## config.mk

```make
export PLATFORM = sky130hd
export DESIGN_NAME = intra_recon_sched_flat
export DESIGN_NICKNAME = d
export VERILOG_FILES = /design/src/rtl/intra_pkg.sv /design/src/rtl/intra_recon_sched_if.sv /design/src/rtl/intra_mb_addr.sv /design/src/rtl/intra_recon_sched.sv /design/src/flat_wrapper.sv
export SDC_FILE = /design/constraint.sdc
export NUM_CORES = 1
export LEC_CHECK = 0
export CORE_UTILIZATION = 51
export CTS_CLUSTER_SIZE = 16
export DETAILED_ROUTE_END_ITERATION = 6
export PLACE_DENSITY = 0.81
export SYNTH_ARGS = -nofsm -noshare
export SYNTH_HDL_FRONTEND = slang
export SYNTH_SLANG_ARGS = --single-unit
export TNS_END_PERCENT = 30
```

## constraint.sdc

```tcl
create_clock -name clk -period 4.8 [get_ports clk]
set_input_delay 0.96 -clock clk [delete_from_list [all_inputs] [get_ports clk]]
set_output_delay 0.96 -clock clk [all_outputs]
set_load 0.005 [all_outputs]
```

## src/rtl/intra_pkg.sv

```systemverilog
`default_nettype none
// ---------------------------------------------------------------------------
// intra_pkg : shared job-select, state, phase and mode types | Rev 1.0
// ---------------------------------------------------------------------------
package intra_pkg;

  typedef enum logic [1:0] {
    SEL_L4  = 2'd0,
    SEL_L16 = 2'd1,
    SEL_CB  = 2'd2,
    SEL_CR  = 2'd3
  } job_sel_t;

  typedef enum logic [2:0] {
    ST_IDLE  = 3'd0,
    ST_FETCH = 3'd1,
    ST_ISSUE = 3'd2,
    ST_WAIT  = 3'd3,
    ST_ADV   = 3'd4
  } state_t;

  typedef enum logic [1:0] {
    PH_LUMA = 2'd0,
    PH_CB   = 2'd1,
    PH_CR   = 2'd2
  } phase_t;

  typedef logic [2:0] mode_t;

  localparam int MB_LUMA   = 16;
  localparam int MB_CHROMA = 8;

endpackage
`default_nettype wire

```

## src/rtl/intra_recon_sched_if.sv

```systemverilog
`default_nettype none
// ---------------------------------------------------------------------------
// intra_recon_sched_if : mode-fetch and job handshake bundle | Rev 1.0
// ---------------------------------------------------------------------------
interface intra_recon_sched_if;
  import intra_pkg::*;

  logic        start;
  logic        busy;
  logic        mode_req;
  logic        mode_valid;
  logic        mb_is4x4;
  logic [47:0] mode_l4;
  mode_t       mode_l16;
  mode_t       mode_cb;
  mode_t       mode_cr;
  logic        job_valid;
  logic        job_ready;
  job_sel_t    job_sel;
  logic [31:0] job_mbnumber;
  mode_t       job_mode;
  logic        job_done;
  logic        frame_done;

  modport master (
    input  start, mode_valid, mb_is4x4, mode_l4, mode_l16, mode_cb, mode_cr,
           job_ready, job_done,
    output busy, mode_req, job_valid, job_sel, job_mbnumber, job_mode, frame_done
  );

  modport slave (
    output start, mode_valid, mb_is4x4, mode_l4, mode_l16, mode_cb, mode_cr,
           job_ready, job_done,
    input  busy, mode_req, job_valid, job_sel, job_mbnumber, job_mode, frame_done
  );

endinterface
`default_nettype wire

```

## src/rtl/intra_mb_addr.sv

```systemverilog
`default_nettype none
// ---------------------------------------------------------------------------
// intra_mb_addr : block number for the selected reconstruction path | Rev 1.0
// ---------------------------------------------------------------------------
module intra_mb_addr
  import intra_pkg::*;
#(
  parameter int WIDTH = 1280
) (
  input  logic [15:0] mb_x,
  input  logic [15:0] mb_y,
  input  logic [3:0]  sub,
  input  job_sel_t    sel,
  output logic [31:0] mbnumber
);

  localparam logic [31:0] MBW  = 32'(WIDTH / MB_LUMA);
  localparam logic [31:0] ROW4 = 32'(WIDTH / 4);

  logic [31:0] x32;
  logic [31:0] y32;
  logic [31:0] sub_row;
  logic [31:0] sub_col;

  always_comb begin
    x32     = {16'd0, mb_x};
    y32     = {16'd0, mb_y};
    sub_row = {30'd0, sub[3:2]};
    sub_col = {30'd0, sub[1:0]};
    // 4x4 blocks are numbered across the whole frame, not within the MB
    if (sel == SEL_L4)
      mbnumber = (32'd4 * y32 + sub_row) * ROW4 + 32'd4 * x32 + sub_col;
    else
      mbnumber = y32 * MBW + x32;
  end

endmodule
`default_nettype wire

```

## src/rtl/intra_recon_sched.sv

```systemverilog
`default_nettype none
// ---------------------------------------------------------------------------
// intra_recon_sched : raster-order MB walker issuing luma/chroma jobs | Rev 1.0
// ---------------------------------------------------------------------------
module intra_recon_sched
  import intra_pkg::*;
#(
  parameter int WIDTH  = 1280,
  parameter int LENGTH = 720
) (
  input  logic               clk,
  input  logic               reset,
  intra_recon_sched_if.master bus
);

  localparam logic [15:0] MBW_M1 = 16'(WIDTH / MB_LUMA - 1);
  localparam logic [15:0] MBH_M1 = 16'(LENGTH / MB_LUMA - 1);

  state_t      state, state_nx;
  phase_t      phase, phase_nx;
  logic [15:0] mb_x, mb_x_nx;
  logic [15:0] mb_y, mb_y_nx;
  logic [3:0]  sub, sub_nx;
  logic        frame_done_q, frame_done_nx;
  logic        load_modes;

  logic        is4x4;
  logic [47:0] l4;
  mode_t       l16, cb, cr;

  job_sel_t    sel;
  logic [31:0] addr;
  logic [5:0]  l4_lsb;
  logic        last_mb;

  always_ff @(posedge clk) begin
    if (reset) begin
      state        <= ST_IDLE;
      phase        <= PH_LUMA;
      mb_x         <= '0;
      mb_y         <= '0;
      sub          <= '0;
      frame_done_q <= 1'b0;
      is4x4        <= 1'b0;
      l4           <= '0;
      l16          <= '0;
      cb           <= '0;
      cr           <= '0;
    end else begin
      state        <= state_nx;
      phase        <= phase_nx;
      mb_x         <= mb_x_nx;
      mb_y         <= mb_y_nx;
      sub          <= sub_nx;
      frame_done_q <= frame_done_nx;
      if (load_modes) begin
        is4x4 <= bus.mb_is4x4;
        l4    <= bus.mode_l4;
        l16   <= bus.mode_l16;
        cb    <= bus.mode_cb;
        cr    <= bus.mode_cr;
      end
    end
  end

  assign last_mb = (mb_x == MBW_M1) && (mb_y == MBH_M1);

  always_comb begin
    state_nx      = state;
    phase_nx      = phase;
    mb_x_nx       = mb_x;
    mb_y_nx       = mb_y;
    sub_nx        = sub;
    frame_done_nx = 1'b0;
    load_modes    = 1'b0;
    unique case (state)
      ST_IDLE: begin
        if (bus.start) begin
          mb_x_nx  = '0;
          mb_y_nx  = '0;
          sub_nx   = '0;
          state_nx = ST_FETCH;
        end
      end
      ST_FETCH: begin
        if (bus.mode_valid) begin
          load_modes = 1'b1;
          phase_nx   = PH_LUMA;
          sub_nx     = '0;
          state_nx   = ST_ISSUE;
        end
      end
      ST_ISSUE: begin
        if (bus.job_ready) state_nx = ST_WAIT;
      end
      ST_WAIT: begin
        if (bus.job_done) begin
          state_nx = ST_ISSUE;
          unique case (phase)
            PH_LUMA: begin
              if (is4x4 && sub != 4'd15) sub_nx   = sub + 4'd1;
              else                       phase_nx = PH_CB;
            end
            PH_CB:   phase_nx = PH_CR;
            default: state_nx = ST_ADV;
          endcase
        end
      end
      ST_ADV: begin
        if (last_mb) begin
          frame_done_nx = 1'b1;
          state_nx      = ST_IDLE;
        end else begin
          if (mb_x == MBW_M1) begin
            mb_x_nx = '0;
            mb_y_nx = mb_y + 16'd1;
          end else begin
            mb_x_nx = mb_x + 16'd1;
          end
          state_nx = ST_FETCH;
        end
      end
      default: state_nx = ST_IDLE;
    endcase
  end

  always_comb begin
    unique case (phase)
      PH_LUMA: sel = is4x4 ? SEL_L4 : SEL_L16;
      PH_CB:   sel = SEL_CB;
      default: sel = SEL_CR;
    endcase
  end

  intra_mb_addr #(.WIDTH(WIDTH)) u_addr (
    .mb_x     (mb_x),
    .mb_y     (mb_y),
    .sub      (sub),
    .sel      (sel),
    .mbnumber (addr)
  );

  assign l4_lsb = 6'(sub) * 6'd3;

  // Job fields are forced to zero while idle so a stale frame never shows
  always_comb begin
    bus.job_sel      = SEL_L4;
    bus.job_mbnumber = '0;
    bus.job_mode     = '0;
    if (state != ST_IDLE) begin
      bus.job_sel      = sel;
      bus.job_mbnumber = addr;
      unique case (sel)
        SEL_L4:  bus.job_mode = l4[l4_lsb +: 3];
        SEL_L16: bus.job_mode = l16;
        SEL_CB:  bus.job_mode = cb;
        default: bus.job_mode = cr;
      endcase
    end
  end

  assign bus.busy       = (state != ST_IDLE);
  assign bus.mode_req   = (state == ST_FETCH);
  assign bus.job_valid  = (state == ST_ISSUE);
  assign bus.frame_done = frame_done_q;

endmodule
`default_nettype wire

```

## src/flat_wrapper.sv

```systemverilog
// flat-port wrapper written by rule: the top's interface ports become plain ports
module intra_recon_sched_flat import intra_pkg::*;
#(
  parameter int WIDTH  = 1280,
  parameter int LENGTH = 720
)
  (clk, reset, bus_start, bus_mode_valid, bus_mb_is4x4, bus_mode_l4, bus_mode_l16, bus_mode_cb, bus_mode_cr, bus_job_ready, bus_job_done, bus_busy, bus_mode_req, bus_job_valid, bus_job_sel, bus_job_mbnumber, bus_job_mode, bus_frame_done);
  intra_recon_sched_if bus_i ();
  input  logic clk;
  input  logic reset;
  input wire logic [$bits(bus_i.start)-1:0] bus_start;
  input wire logic [$bits(bus_i.mode_valid)-1:0] bus_mode_valid;
  input wire logic [$bits(bus_i.mb_is4x4)-1:0] bus_mb_is4x4;
  input wire logic [$bits(bus_i.mode_l4)-1:0] bus_mode_l4;
  input wire logic [$bits(bus_i.mode_l16)-1:0] bus_mode_l16;
  input wire logic [$bits(bus_i.mode_cb)-1:0] bus_mode_cb;
  input wire logic [$bits(bus_i.mode_cr)-1:0] bus_mode_cr;
  input wire logic [$bits(bus_i.job_ready)-1:0] bus_job_ready;
  input wire logic [$bits(bus_i.job_done)-1:0] bus_job_done;
  output wire logic [$bits(bus_i.busy)-1:0] bus_busy;
  output wire logic [$bits(bus_i.mode_req)-1:0] bus_mode_req;
  output wire logic [$bits(bus_i.job_valid)-1:0] bus_job_valid;
  output wire logic [$bits(bus_i.job_sel)-1:0] bus_job_sel;
  output wire logic [$bits(bus_i.job_mbnumber)-1:0] bus_job_mbnumber;
  output wire logic [$bits(bus_i.job_mode)-1:0] bus_job_mode;
  output wire logic [$bits(bus_i.frame_done)-1:0] bus_frame_done;
  assign bus_i.start = bus_start;
  assign bus_i.mode_valid = bus_mode_valid;
  assign bus_i.mb_is4x4 = bus_mb_is4x4;
  assign bus_i.mode_l4 = bus_mode_l4;
  assign bus_i.mode_l16 = bus_mode_l16;
  assign bus_i.mode_cb = bus_mode_cb;
  assign bus_i.mode_cr = bus_mode_cr;
  assign bus_i.job_ready = bus_job_ready;
  assign bus_i.job_done = bus_job_done;
  assign bus_busy = bus_i.busy;
  assign bus_mode_req = bus_i.mode_req;
  assign bus_job_valid = bus_i.job_valid;
  assign bus_job_sel = bus_i.job_sel;
  assign bus_job_mbnumber = bus_i.job_mbnumber;
  assign bus_job_mode = bus_i.job_mode;
  assign bus_frame_done = bus_i.frame_done;
  intra_recon_sched #(.WIDTH(WIDTH), .LENGTH(LENGTH)) u_core (.clk(clk), .reset(reset), .bus(bus_i));
endmodule
```

# Word level (Yosys, flattened, before mapping)
# Cells that the tools add are included.
[classes] n_addsub=7 mul=3 eq_ne=20 shifts=1 mux=35 n_bitwise=1 reduce_logical=16
[ops] cell="$mux 16" n=5
[ops] cell="$pmux 16 s2" n=2
[ops] cell="$mux 30" n=2
[ops] cell="$shiftx 48x7->3" n=1
[ops] cell="$add 16x1->16 const B" n=2
[ops] cell="$add 29x2->30" n=1
[ops] cell="$add 28x18->29" n=1
[ops] cell="$add 23x16->24" n=1
[ops] cell="$mul 19x3->22 const B" n=1
[ops] cell="$mux 4" n=5
[ops] cell="$add 18x2->19" n=1
[ops] cell="$mul 16x3->19 const B" n=1
[ops] cell="$mux 3" n=6
[ops] cell="$eq 16x6->1 const B" n=1
[ops] cell="$eq 16x7->1 const B" n=1
[ops] cell="$pmux 3 s5" n=1
[ops] cell="$pmux 2 s2" n=3
[ops] cell="$pmux 4 s3" n=1
[ops] cell="$ne 2x2->1 const B" n=5
[ops] cell="$pmux 3 s3" n=1
[ops] cell="$mux 2" n=4
[ops] cell="$reduce_and 4->1" n=2
[ops] cell="$eq 3x2->1 const B" n=2
[ops] cell="$mul 4x2->6 const B" n=1
[ops] cell="other kinds (20)" n=32
[word_totals] reg_bits=100 inputBits=64 output_inout_bits=41 word_cells=94

# Depth between registers and ports, before layout
# Gate-level depths: netlist of the first run.
[logic_depth] ltp_word=6 mapped_depth=16 depth_no_buf=16

# Modules after synthesis
# From an unflattened synthesis of the first run, not the netlist that was laid out.
[hier_totals] hier_cells=1029 hier_area_um2=8150.3
[modules_own_cells] mod="intra_recon_sched" instances=1 cells_each=610 area_each_um2=5078.6 seq_area_each_um2=2001.9
[modules_own_cells] mod="intra_mb_addr" instances=1 cells_each=419 area_each_um2=3071.7 seq_area_each_um2=0.0

# Worst setup path after synthesis of the first run
# OpenSTA, ideal clock, no wires.
[synth_path] path_type="reg2out" startpoint="reg u_core.mb_y[5]" endpoint="out bus_job_mbnumber[22]" t_arrival_ns=3.696 required_time_ns=3.840 path_slack_ns=0.144 stages_incl_launch_ff=16 n_path_buf=1 path_cell_list="dfxtp_1 ha_1 ha_1 buf_2 a21o_1 a221oi_1 o21ai_0 a31oi_1 xnor2_1 ha_1 o21a_1 nor2_1 a21oi_1 nand4_1 maj3_1 a21oi_1"
[synth_between] elab_chain_len=6 elab_cells_between_ends=8 classes_between="add/sub (4); mul (2); mux (2)"
[synth_rtl] item="from (decl)" line_no="intra_recon_sched.sv:22" text="logic [15:0] mb_y, mb_y_nx;"
[synth_rtl] item="from (signal assigned)" line_no="intra_recon_sched.sv:53" text="mb_y <= mb_y_nx;"
[synth_rtl] item="$add 18x2->19" line_no="intra_mb_addr.sv:32" text="mbnumber = (32'd4 * y32 + sub_row) * ROW4 + 32'd4 * x32 + sub_col;"
[synth_rtl] item="$mul 19x3->22" line_no="intra_mb_addr.sv:32"
[synth_rtl] item="$add 28x18->29" line_no="intra_mb_addr.sv:32"
[synth_rtl] item="$add 29x2->30" line_no="intra_mb_addr.sv:32"
[synth_rtl] item="$mux 30 *" line_no="intra_mb_addr.sv:31" text="if (sel == SEL_L4)"
[synth_rtl] item="$mux 30 *" line_no="intra_recon_sched.sv:150" text="if (state != ST_IDLE) begin"
[synth_rtl] item="to (decl)" line_no="flat_wrapper.sv:24" text="output wire logic [$bits(bus_i.job_mbnumber)-1:0] bus_job_mbnumber;"
# Mark *: on every way between the ends. The rest lies on a longest branch, timed or not.

# Final worst setup path of the first run
[layout_path] startpoint="reg u_core.mb_y[2]" endpoint="out bus_job_mbnumber[22]"
# Same word-level chain as after synthesis.

==> results of run 1 <==
==> logic make-up after synthesis <==
group | count (synthesis)
simple gates | 406
compound gates | 241
flops | 100
buf+inv | 80
xor+xnor | 78
fa+ha+maj | 66
mux | 22
other cells | 1
==> sequential cells by signal, indices dropped and copies added, names as in the netlist <==
name	flops
u_core.cr	3
u_core.bus.frame_done	1
u_core.mb_x	16
u_core.is4x4	1
u_core.mb_y	16
u_core.state	3
u_core.cb	3
u_core.l4	48
u_core.l16	3
u_core.sub	4
u_core.phase	2
==> how the worst max path moves through the flow <==
stage | startpoint | endpoint | slack (ns) | depth (start not counted)
after global routing | u_core.mb_y[3] | bus_job_mbnumber[21] | -0.24 | 18
after global placement | u_core.mb_y[1] | bus_job_mbnumber[20] | -0.32 | 16
after CTS | u_core.mb_y[1] | bus_job_mbnumber[22] | -0.19 | 18
after detailed placement | u_core.mb_y[1] | bus_job_mbnumber[20] | -0.43 | 15
after floorplan | u_core.mb_y[5] | bus_job_mbnumber[22] | 0.14 | 15
final | u_core.mb_y[2] | bus_job_mbnumber[22] | -0.16 | 17
==> critical path, delay by kind of cell (launching register included) <==
| family | cells | cell delay (ns) |
|---|---|---|
| buf+inv | 4 | 0.52 |
| simple gates | 3 | 0.70 |
| fa+ha+maj | 3 | 1.06 |
| flops | 1 | 0.37 |
| xor+xnor | 1 | 0.10 |
| compound gates | 6 | 0.89 |
==> area by class of cell <==
cell class | count | area (um2)
Timing Repair Buffer | 251 | 2120
Sequential cell | 100 | 2020
Multi-Input combinational cell | 818 | 6020
Clock inverter | 6 | 60.1
Fill cell | 1006 | 3830
Tap cell | 184 | 230
Clock buffer | 10 | 229
Inverter | 20 | 75.1
==> cell usage after synthesis (3+ instances only) <==
cell	instances	share of area, %
a31oi_1	5	0.41
nand4_1	16	1.3
mux4_2	15	4.4
xor2_1	34	3.9
inv_1	20	0.98
or4_1	4	0.39
nand2b_1	5	0.41
nor4_1	10	0.82
buf_2	5	0.33
nor3_1	26	1.7
nand3_1	19	1.2
o21bai_1	11	1.1
o21ai_0	22	1.4
and3_1	13	1.1
or3_1	10	0.82
a21oi_1	129	8.5
and4_1	7	0.80
buf_1	3	0.15
fa_1	3	0.79
o21a_1	4	0.39
nor2b_1	5	0.41
a211oi_1	19	1.9
a211o_1	5	0.57
nor2_1	87	4.3
mux2i_1	6	0.79
a21o_1	13	1.3
ha_1	62	10
o211ai_1	5	0.49
buf_4	5	0.49
clkbuf_1	47	2.3
and2_1	8	0.66
nor3b_1	4	0.39
nand2_1	180	8.9
nand3b_1	3	0.30
xnor2_1	43	4.9
dfxtp_1	100	26
==> per-stage QoR <==
step,total power [mW],std cells,hold slack (ns)
final,2.02,1389,0.454
after global routing,2.10,1389,0.478
after CTS,2.01,1371,0.453
after detailed placement,1.31,1341,0.444
after global placement,1.30,1341,0.440
after floorplan,1.15,998,0.433
==> timing repair <==
action / in CTS / in global routing
gates resized for setup: 90 / 107
setup buffers: 14 / 20
pin swaps: 25 / 69
setup endpoints to repair: 14 / 16
==> metal layers <==
metal,vias up,GRT usage (%)
met5,-,0
met4,0,11.8
met3,112,5.28
met2,472,50.3
li1,3952,-
met1,3998,36.8
==> power by group through the flow <==
| stage | logic, mW | clock network [mW] | registers, mW |
|---|---|---|---|
| 4_1_cts | 0.382 | 0.708 | 0.917 |
| 6_report | 0.396 | 0.705 | 0.916 |
| 2_1_floorplan | 0.241 | 0 | 0.906 |
| 5_1_grt | 0.428 | 0.752 | 0.923 |
| 3_5_place_dp | 0.377 | 0 | 0.934 |
| 3_3_place_gp | 0.368 | 0 | 0.930 |
==> metrics.txt, run 1 <==
# TYPE chip_impl_metric gauge
chip_impl_info{name="status",value="finished, violations left"} 1
chip_impl_info{name="failed_checks",value="setup timing"} 1
chip_impl_metric{name="htreeDepth",unit=""} 3
chip_impl_metric{name="switching_power_share_of_the_total",unit="%"} 30.2
chip_impl_metric{name="core_area",unit="um2"} 14600
chip_impl_info{name="worstHoldStart",value="u_core.l4[32]"} 1
chip_impl_metric{name="cp.arrival",unit="ns"} 4.00
chip_impl_metric{name="numClockSinks",unit=""} 100
chip_impl_metric{name="met3RoutedLength",unit="um"} 1960
chip_impl_info{name="worst_setup_sp_type",value="register"} 1
chip_impl_metric{name="seq_area_frac_synth",unit="%"} 26.2
chip_impl_metric{name="grt_use_total",unit="%"} 29.6
chip_impl_metric{name="number_of_antenna_violations_at_the_first_check_in_global_routing",unit=""} 0
chip_impl_info{name="timing_worst_setup_path_type",value="reg -> out"} 1
chip_impl_metric{name="final.min_clock_period",unit="ns"} 4.96
chip_impl_info{name="grt_setup_unrepaired",value="yes"} 1
chip_impl_metric{name="number_of_flops_mapped_to_enable_cells_by_yosys",unit=""} 0
chip_impl_info{name="synth_ff_type",value="dfxtp_1"} 1
chip_impl_info{name="critPathCaptureType",value="output port"} 1
chip_impl_info{name="mostFrequentLayoutCells",value="nand2_1, buf_4, a21oi_1, dfxtp_1, clkdlybuf4s50_1"} 1
chip_impl_metric{name="setup_total_negative_slack",unit="ns"} -0.772
chip_impl_metric{name="stdcell_area",unit="um2"} 10800
chip_impl_metric{name="row_count",unit=""} 44
chip_impl_metric{name="critPathMaxFanout",unit=""} 3
chip_impl_metric{name="worst_endpoint_required_time",unit="ns"} 3.84
chip_impl_metric{name="maximum_number_of_pins_on_one_net_before_global_route_repair",unit=""} 67
chip_impl_metric{name="port-buffer-count",unit=""} 99
chip_impl_metric{name="power_switching",unit="mW"} 0.609
chip_impl_metric{name="synth_mux_area_share",unit="%"} 5.36
chip_impl_info{name="hold_path.class",value="reg -> reg"} 1
chip_impl_metric{name="placement.cell_area",unit="um2"} 9510
chip_impl_metric{name="die_x",unit="um"} 124
chip_impl_info{name="crit-reg2reg-launch",value="u_core.mb_y[0]"} 1
chip_impl_metric{name="drt_iter0_drc",unit=""} 708
chip_impl_metric{name="placement.setup.worst_slack",unit="ns"} -0.430
chip_impl_metric{name="clock_tree.buffer_depth",unit=""} 2
chip_impl_metric{name="num_antenna_cells",unit=""} 0
chip_impl_metric{name="yosys_warn_count",unit=""} 0
chip_impl_metric{name="setup_viol",unit=""} 8
chip_impl_metric{name="final_util",unit="%"} 73.7
chip_impl_metric{name="ff2ff_path_depth",unit=""} 11
chip_impl_metric{name="synth_fa_ha_area_share",unit="%"} 11.1
chip_impl_metric{name="seqPwrFrac",unit="%"} 45.4
chip_impl_info{name="worstPathCellList",value="buf_6 > ha_4 > fa_2 > a21oi_4 > buf_6 > a21oi_1 > a21oi_2 > xnor2_1 > ha_2 > nand3_2 > o21ai_4 > o2111ai_4 > buf_6 > or4_4 > nand3_2 > a21oi_2 > buf_2"} 1
chip_impl_metric{name="cts_hold_repair.buffers",unit=""} 0
chip_impl_metric{name="overflow",unit=""} 0
chip_impl_info{name="crit_slowest_cell",value="or4_4"} 1
chip_impl_metric{name="power_per_cell_area",unit="nW/um2"} 187
chip_impl_metric{name="vias",unit=""} 8534
chip_impl_metric{name="power_frac_clock",unit="%"} 35.0
chip_impl_info{name="endpoint_of_the_most_critical_register_to_register_path",value="u_core.mb_y[7]"} 1
chip_impl_metric{name="gp_congestion",unit=""} 0.942
chip_impl_metric{name="numCtsBuffers",unit=""} 9
chip_impl_metric{name="nNetsFinal",unit=""} 1329
chip_impl_info{name="highest-signal-layer",value="met4"} 1
chip_impl_metric{name="layout-area-overhead-vs-synth",unit="%"} 41.0
chip_impl_metric{name="grt_first_pass_wirelength",unit="um"} 37800
chip_impl_metric{name="cap_viol_max_count",unit=""} 0
chip_impl_metric{name="post-route-period-util",unit="%"} 103
chip_impl_metric{name="synth_cell_types",unit=""} 67
chip_impl_info{name="layout.cells.most_common",value="nand2_1"} 1
chip_impl_metric{name="met2RoutedLength",unit="um"} 12300
chip_impl_metric{name="floorplan.die_area",unit="um2"} 15500
chip_impl_info{name="min_delay_worst_endpoint",value="u_core.l4[32]"} 1
chip_impl_metric{name="static-leakage-power",unit="nW"} 4.38
chip_impl_info{name="cts.root.buffer_cell",value="clkbuf_16"} 1
chip_impl_metric{name="worst_skew_pair.late_latency",unit="ns"} 0.36
chip_impl_metric{name="die_height",unit="um"} 124
chip_impl_metric{name="routedWlPerCell",unit="um"} 18.3
chip_impl_metric{name="synth_compound_gate_area_share",unit="%"} 19.3
chip_impl_metric{name="async_reset_ff_share",unit="%"} 0
chip_impl_metric{name="hpwlAfterDp",unit="um"} 16300
chip_impl_metric{name="power_frac_comb",unit="%"} 19.6
chip_impl_metric{name="synth_area",unit="um2"} 7630
chip_impl_metric{name="final.setup.worst_slack",unit="ns"} -0.157
chip_impl_info{name="timing.critical_path.mode_cell",value="buf_6"} 1
chip_impl_metric{name="relSlewSlack",unit="%"} 43.1
chip_impl_metric{name="fmax",unit="GHz"} 0.202
chip_impl_metric{name="viasPerCell",unit=""} 6.14
chip_impl_metric{name="hold_violations",unit=""} 0
chip_impl_metric{name="fraction_of_final_layout_cells_with_drive_strength_greater_than_1",unit="%"} 25.5
chip_impl_metric{name="max_stage_delay",unit="ns"} 0.48
chip_impl_metric{name="drtPass1Iterations",unit=""} 6
chip_impl_metric{name="boundaryPins",unit=""} 105
chip_impl_metric{name="worst_hold_path.num_cells",unit=""} 2
chip_impl_metric{name="wirelength",unit="um"} 25400
chip_impl_metric{name="clk_pin_slew",unit="ns"} 0.07
chip_impl_metric{name="cellInternalPower",unit="mW"} 1.41
chip_impl_metric{name="worst-r2r-setup-slack",unit="ns"} 1.47
chip_impl_metric{name="postSynthCellCount",unit=""} 994
chip_impl_metric{name="synth.avg_cell_area",unit="um2"} 7.67
chip_impl_metric{name="synth_seq_cells",unit=""} 100
chip_impl_metric{name="antenna_violating_nets_remaining",unit=""} 0
chip_impl_metric{name="initial_core_util",unit="%"} 52.3
chip_impl_metric{name="met1_length",unit="um"} 9910
chip_impl_info{name="tritoncts",value="built"} 1
chip_impl_metric{name="ir_drop",unit="V"} 0.000193
chip_impl_metric{name="worstMarginPinSlew",unit="ns"} 0.849
chip_impl_metric{name="skew",unit="ns"} 0.0163
chip_impl_metric{name="synth_simple_gate_area_share",unit="%"} 24.7
chip_impl_metric{name="final_slew_violations",unit=""} 0
chip_impl_metric{name="drcViolationCount",unit=""} 0
chip_impl_info{name="largest_family_of_logic_cells_by_synthesized_area",value="simple AND/OR/NAND/NOR gates"} 1
chip_impl_metric{name="synthXorXnorAreaFrac",unit="%"} 9.05
chip_impl_metric{name="first_global_vias",unit=""} 7904
No activity file was read; power rests on OpenSTA's default activity.
==> inputs of run 2 (changes only) <==
--- a/config.mk
+++ b/config.mk
@@ -5,6 +5,7 @@
 export SDC_FILE = /design/constraint.sdc
 export NUM_CORES = 1
 export LEC_CHECK = 0
+export CAP_MARGIN = 15
 export CORE_UTILIZATION = 51
 export CTS_CLUSTER_SIZE = 16
 export DETAILED_ROUTE_END_ITERATION = 6
==> results of run 2 <==
Same layout as run 1: the final DEF is identical, and so are final timing and power.
